**config.mk**
```make
export PLATFORM = sky130hd
export DESIGN_NAME = prover_round_ctrl
export DESIGN_NICKNAME = d
export VERILOG_FILES = /design/src/rtl/prover_round_ctrl.sv
export SDC_FILE = /design/constraint.sdc
export NUM_CORES = 1
export LEC_CHECK = 0
export ABC_AREA = 1
export CAP_MARGIN = 20
export CORE_MARGIN = 3
export CORE_UTILIZATION = 43
export DETAILED_ROUTE_END_ITERATION = 10
export PLACE_DENSITY_LB_ADDON = 0.05
export SYNTH_ARGS = -nofsm -noshare
export SYNTH_HDL_FRONTEND = slang
export SYNTH_SLANG_ARGS = --single-unit
```
**constraint.sdc**
```tcl
create_clock -name clk -period 2.25 [get_ports clk]
set_input_delay 0.45 -clock clk [delete_from_list [all_inputs] [get_ports clk]]
set_output_delay 0.45 -clock clk [all_outputs]
set_load 0.01 [all_outputs]
```
**src/rtl/prover_round_ctrl.sv**
```systemverilog
// Sumcheck prover round sequencer: two phases of NPOINTS rounds, each round being
// compute -> emit round polynomial -> accept verifier challenge, with per-gate enables.
module prover_round_ctrl #(
    parameter int NPOINTS = 5,
    parameter int NGATES  = 1 << (NPOINTS - 1)
) (
    input  logic                         clk,
    input  logic                         rstb,
    input  logic                         start,
    output logic                         comp_go,
    input  logic                         comp_done,
    output logic                         coef_valid,
    input  logic                         coef_ready,
    input  logic                         tau_valid,
    output logic                         tau_ready,
    output logic                         phase,
    output logic [$clog2(NPOINTS+1)-1:0] round,
    output logic [NPOINTS-1:0]           rnd_mask,
    output logic [NGATES-1:0]            p1_mul_en,
    output logic [NGATES-1:0]            p2_mul_en,
    output logic [NGATES-1:0]            add_en,
    output logic                         busy,
    output logic                         done
);
    localparam int RW = $clog2(NPOINTS + 1);
    localparam int GW = (NGATES > 1) ? $clog2(NGATES) : 1;
    localparam logic [RW-1:0] LAST_ROUND = RW'(NPOINTS - 1);

    function automatic int lsb_of(input int g);
        int r;
        r = NPOINTS - 1;
        for (int b = NPOINTS - 1; b >= 0; b--) begin
            if (((g >> b) & 1) != 0) r = b;
        end
        return r;
    endfunction

    // Gate indices are reversed over their own width, so rev(8) = 1 for 16 gates.
    function automatic int rev_of(input int g);
        int r;
        r = 0;
        for (int b = 0; b < GW; b++) begin
            if (((g >> b) & 1) != 0) r = r | (1 << (GW - 1 - b));
        end
        return r;
    endfunction

    typedef enum logic [1:0] {IDLE, COMPUTE, EMIT, RAND} state_t;

    state_t          state_reg, state_next;
    logic            phase_next;
    logic [RW-1:0]   round_next;
    logic            go_next, done_next;
    logic            active_next;
    logic [NPOINTS-1:0] low_mask, mask_next;
    logic [NGATES-1:0]  p1_next, p2_next, add_next;

    always_comb begin
        state_next = state_reg;
        phase_next = phase;
        round_next = round;
        go_next    = 1'b0;
        done_next  = 1'b0;
        case (state_reg)
            IDLE: begin
                if (start) begin
                    state_next = COMPUTE;
                    phase_next = 1'b0;
                    round_next = '0;
                    go_next    = 1'b1;
                end
            end
            COMPUTE: begin
                if (comp_done) state_next = EMIT;
            end
            EMIT: begin
                if (coef_ready) state_next = RAND;
            end
            RAND: begin
                if (tau_valid) begin
                    if (round != LAST_ROUND) begin
                        state_next = COMPUTE;
                        round_next = round + 1'b1;
                        go_next    = 1'b1;
                    end else if (!phase) begin
                        state_next = COMPUTE;
                        phase_next = 1'b1;
                        round_next = '0;
                        go_next    = 1'b1;
                    end else begin
                        state_next = IDLE;
                        phase_next = 1'b0;
                        round_next = '0;
                        done_next  = 1'b1;
                    end
                end
            end
            default: state_next = IDLE;
        endcase
    end

    assign active_next = (state_next != IDLE);

    genvar gi;
    for (gi = 0; gi < NPOINTS; gi++) begin : g_mask
        assign low_mask[gi] = (round_next > RW'(gi));
    end

    always_comb begin
        mask_next = '0;
        if (active_next) mask_next = phase_next ? ~low_mask : low_mask;
    end

    // Enables are derived from next-cycle round/phase so they land with them.
    for (gi = 0; gi < NGATES; gi++) begin : g_gate
        localparam int THR = NPOINTS - 2 - lsb_of(gi);
        localparam logic [NPOINTS-1:0] REV = NPOINTS'(rev_of(gi));
        logic thr_met;
        if (THR <= 0) begin : g_always
            assign thr_met = 1'b1;
        end else begin : g_cmp
            assign thr_met = (round_next >= RW'(THR));
        end
        assign p1_next[gi]  = active_next && !phase_next && thr_met;
        assign p2_next[gi]  = active_next && phase_next && ((REV & low_mask) == '0);
        assign add_next[gi] = active_next && phase_next && (((REV >> 1) & low_mask) == '0);
    end

    always_ff @(posedge clk or negedge rstb) begin
        if (!rstb) begin
            state_reg  <= IDLE;
            phase      <= 1'b0;
            round      <= '0;
            comp_go    <= 1'b0;
            done       <= 1'b0;
            coef_valid <= 1'b0;
            tau_ready  <= 1'b0;
            busy       <= 1'b0;
            rnd_mask   <= '0;
            p1_mul_en  <= '0;
            p2_mul_en  <= '0;
            add_en     <= '0;
        end else begin
            state_reg  <= state_next;
            phase      <= phase_next;
            round      <= round_next;
            comp_go    <= go_next;
            done       <= done_next;
            coef_valid <= (state_next == EMIT);
            tau_ready  <= (state_next == RAND);
            busy       <= active_next;
            rnd_mask   <= mask_next;
            p1_mul_en  <= p1_next;
            p2_mul_en  <= p2_next;
            add_en     <= add_next;
        end
    end
endmodule

```
==> flow_metrics.env <==
export IMPL_start_util_pct=45.92
export IMPL_place_worst_setup_slack_ns=0.2087
export IMPL_worstPathArrival_ns=2.11
export IMPL_clock_path_buffers=2
export IMPL_first_global_vias=1179
export IMPL_critPathMaxFanout=10
export IMPL_yosys_top_cells_count="dfrtp_1, buf_4, nor2_1"
export IMPL_fmax_mhz=513.8
export IMPL_ys_async_sr_fraction_pct=100.0
export IMPL_r2r_start="state_reg[0]"
export IMPL_p_comb_share_pct=43.0
export IMPL_root_buffer="clkbuf_8"
export IMPL_ys_types=27
export IMPL_switching_share_pct=38.90
export IMPL_hold_ws_ns=0.5804
export IMPL_drt_pass1_iter_count=4
export IMPL_ys_ff_latch=33
export IMPL_yosysMostFrequentCell="dfrtp_1"
export IMPL_maxSlewHeadroom_pct=71.77
export IMPL_synth_area_per_cell_sq_um=9.162
export IMPL_synth_top_area_share_pct=47.69
export IMPL_ir_drop_uv=447.2
export IMPL_reg2reg_depth=11
export IMPL_synthFlopType="dfrtp_1"
export IMPL_clock_sinks=33
export IMPL_fin_worst_skew_ns=0.003525
export IMPL_p_switching_mw=0.7799
export IMPL_power_density_nw_per_um2=867.6
export IMPL_synth_seq_area_share_pct=47.69
export IMPL_pwr_share_seq_pct=36.4
export IMPL_postRouteAntennaNets=0
export IMPL_fp_row_count=22
export IMPL_synth_warnings=0
export IMPL_antenna_cells=0
export IMPL_synth_area_sq_um=1732
export IMPL_antenna_found_initial=0
export IMPL_cts_buffers=5
export IMPL_drt_wirelength_per_cell_um=11.72
export IMPL_p_leak_nw=1.155
export IMPL_die_x_um=69.46
export IMPL_final_nets=244
export IMPL_vias=1230
export IMPL_setup_violations_final=0
export IMPL_fillers=288
export IMPL_status="finished clean"
export IMPL_cts_htree_levels=2
export IMPL_layout_min_cycle_time_ns=1.946
export IMPL_synth_edf_count=0
export IMPL_grt_use_total_pct=14.58
export IMPL_cp_required_ns=2.42
export IMPL_cts_tree="done"
export IMPL_die_y_um=69.46
export IMPL_io_pin_count=68
export IMPL_via_per_inst=4.377
export IMPL_r2r_slack_ns=0.30
export IMPL_regMostFlops="add_en"
export IMPL_worstMarginPinSlew_ns=0.4235
export IMPL_drt_initial_drc_count=48
export IMPL_synth_area_leaders="dfrtp_1, buf_4, nor2_1, nand2_1, inv_1"
export IMPL_critPathLaunch="state_reg[0]"
export IMPL_clkPwrFrac_pct=20.5
export IMPL_syn_nets=201
export IMPL_coreArea_sq_um=3771
export IMPL_hold_violations=0
export IMPL_synth_cells=189
export IMPL_crit_type="register to register"
export IMPL_seq_area_sq_um=825.8
export IMPL_cts_hold_buf=0
export IMPL_largest_reg_flops=7
export IMPL_cts_setup_buffers=0
export IMPL_drc_errors=0
export IMPL_wl_um=3294
export IMPL_fp_dieArea_sq_um=4825
export IMPL_fin_tns_setup_ns=0
export IMPL_grt_max_degree=34
export IMPL_worst_slack_ns=0.3038
export IMPL_gr_total_overflow=0
export IMPL_cp_start_kind="register"
export IMPL_timing_rr_end="rnd_mask[0]"
export IMPL_worstSkewPairLatency_ns=0.28
export IMPL_routabilityCongestion=0.7892
export IMPL_slew_violations=0
export IMPL_finalCritPeriodShare_pct=86.50
export IMPL_power_total_mw=2.005
export IMPL_rsz0062_at_grt="no"
export IMPL_top_regs="add_en x7, p2_mul_en x6, rnd_mask x5"
export IMPL_hold_class="input pin to asynchronous set/reset pin"
export IMPL_yosysTopAreaCell="dfrtp_1"
export IMPL_port_buffers=67
export IMPL_clk_pin_slew_ns=0.06
export IMPL_area_growth_pct=33.45
export IMPL_grt_first_pass_wirelength_um=5623
export IMPL_crit_path_end_kind="register"
export IMPL_cts_resized=0
export IMPL_intPower_mw=1.225
export IMPL_drive_gt1_share_pct=12.02
export IMPL_multi_input_area_sq_um=550.5
export IMPL_dp_hpwl_um=2523
export IMPL_max_cap_violations=0
[how the worst max path moves through the flow]
stage,endpoint,slack [ns],cells past startpoint
after detailed placement,add_en[9],0.21,8
after global placement,rnd_mask[0],0.26,9
final,rnd_mask[0],0.30,11
after global routing,p1_mul_en[13],0.15,11
after floorplan,rnd_mask[0],0.59,11
after CTS,rnd_mask[0],0.30,11
[area by class of cell]
class,count,area share (%)
clock buffer,6,3.140
clock inverter,2,0.4331
inverter,27,4.602
multi-input combinational,96,23.82
sequential,33,35.73
tap,48,2.599
timing repair buffer,69,29.67
[critical path, cell delays in order, from the launching register on]
cell	delay (ns)
dfrtp_1	0.45
inv_1	0.11
ha_1	0.31
inv_1	0.14
nand2_1	0.13
inv_1	0.09
nand2_1	0.06
a21oi_2	0.13
buf_4	0.21
nand3_1	0.09
nand2_1	0.07
nor2_1	0.05
[cells by family after synthesis]
group / share of synthesized area [%]
flops: 47.69
simple gates: 21.97
fa+ha+maj: 4.335
buf+inv: 20.52
xor+xnor: 0.9396
compound gates: 4.552
[layout by cell type (no fill, tap or decap), drive strengths merged]
master	netlist	routed
clkinv	2	4
nand2	33	33
inv	25	25
ha	6	6
buf	33	2
a21oi	3	3
xor2	1	1
nand3	11	11
clkbuf	0	6
nand3b	1	1
dfrtp	33	33
nor2	33	33
clkdlybuf4s50	0	67
o21bai	1	1
o32ai	1	1
o21ai	5	5
nor3b	1	1
[power by group through the flow]
stage,Clock [mW],Combinational [mW],Sequential [mW]
after CTS,0.421,0.871,0.733
after detailed placement,0,0.866,0.743
after floorplan,0,0.571,0.762
final,0.412,0.863,0.731
after global placement,0,0.852,0.739
after global routing,0.455,0.951,0.745
[metrics by stage]
step	util, %	instance area [sq um]	cells
after floorplan	-	1732	189
after global placement	59.09	2228	273
after detailed placement	59.09	2228	273
after CTS	61.28	2311	281
after global routing	61.28	2311	281
final	61.28	2311	281
[layer usage]
| layer | track usage [%] | wire length [um] | vias up |
|---|---|---|---|
| met5 | 0 | 0 | - |
| met4 | 4.121 | 16 | 0 |
| met3 | 5.942 | 250 | 2 |
| met2 | 21.93 | 1515 | 46 |
| met1 | 19.37 | 1512 | 557 |
| li1 | - | - | 625 |
(Power assumes the default switching activity.)
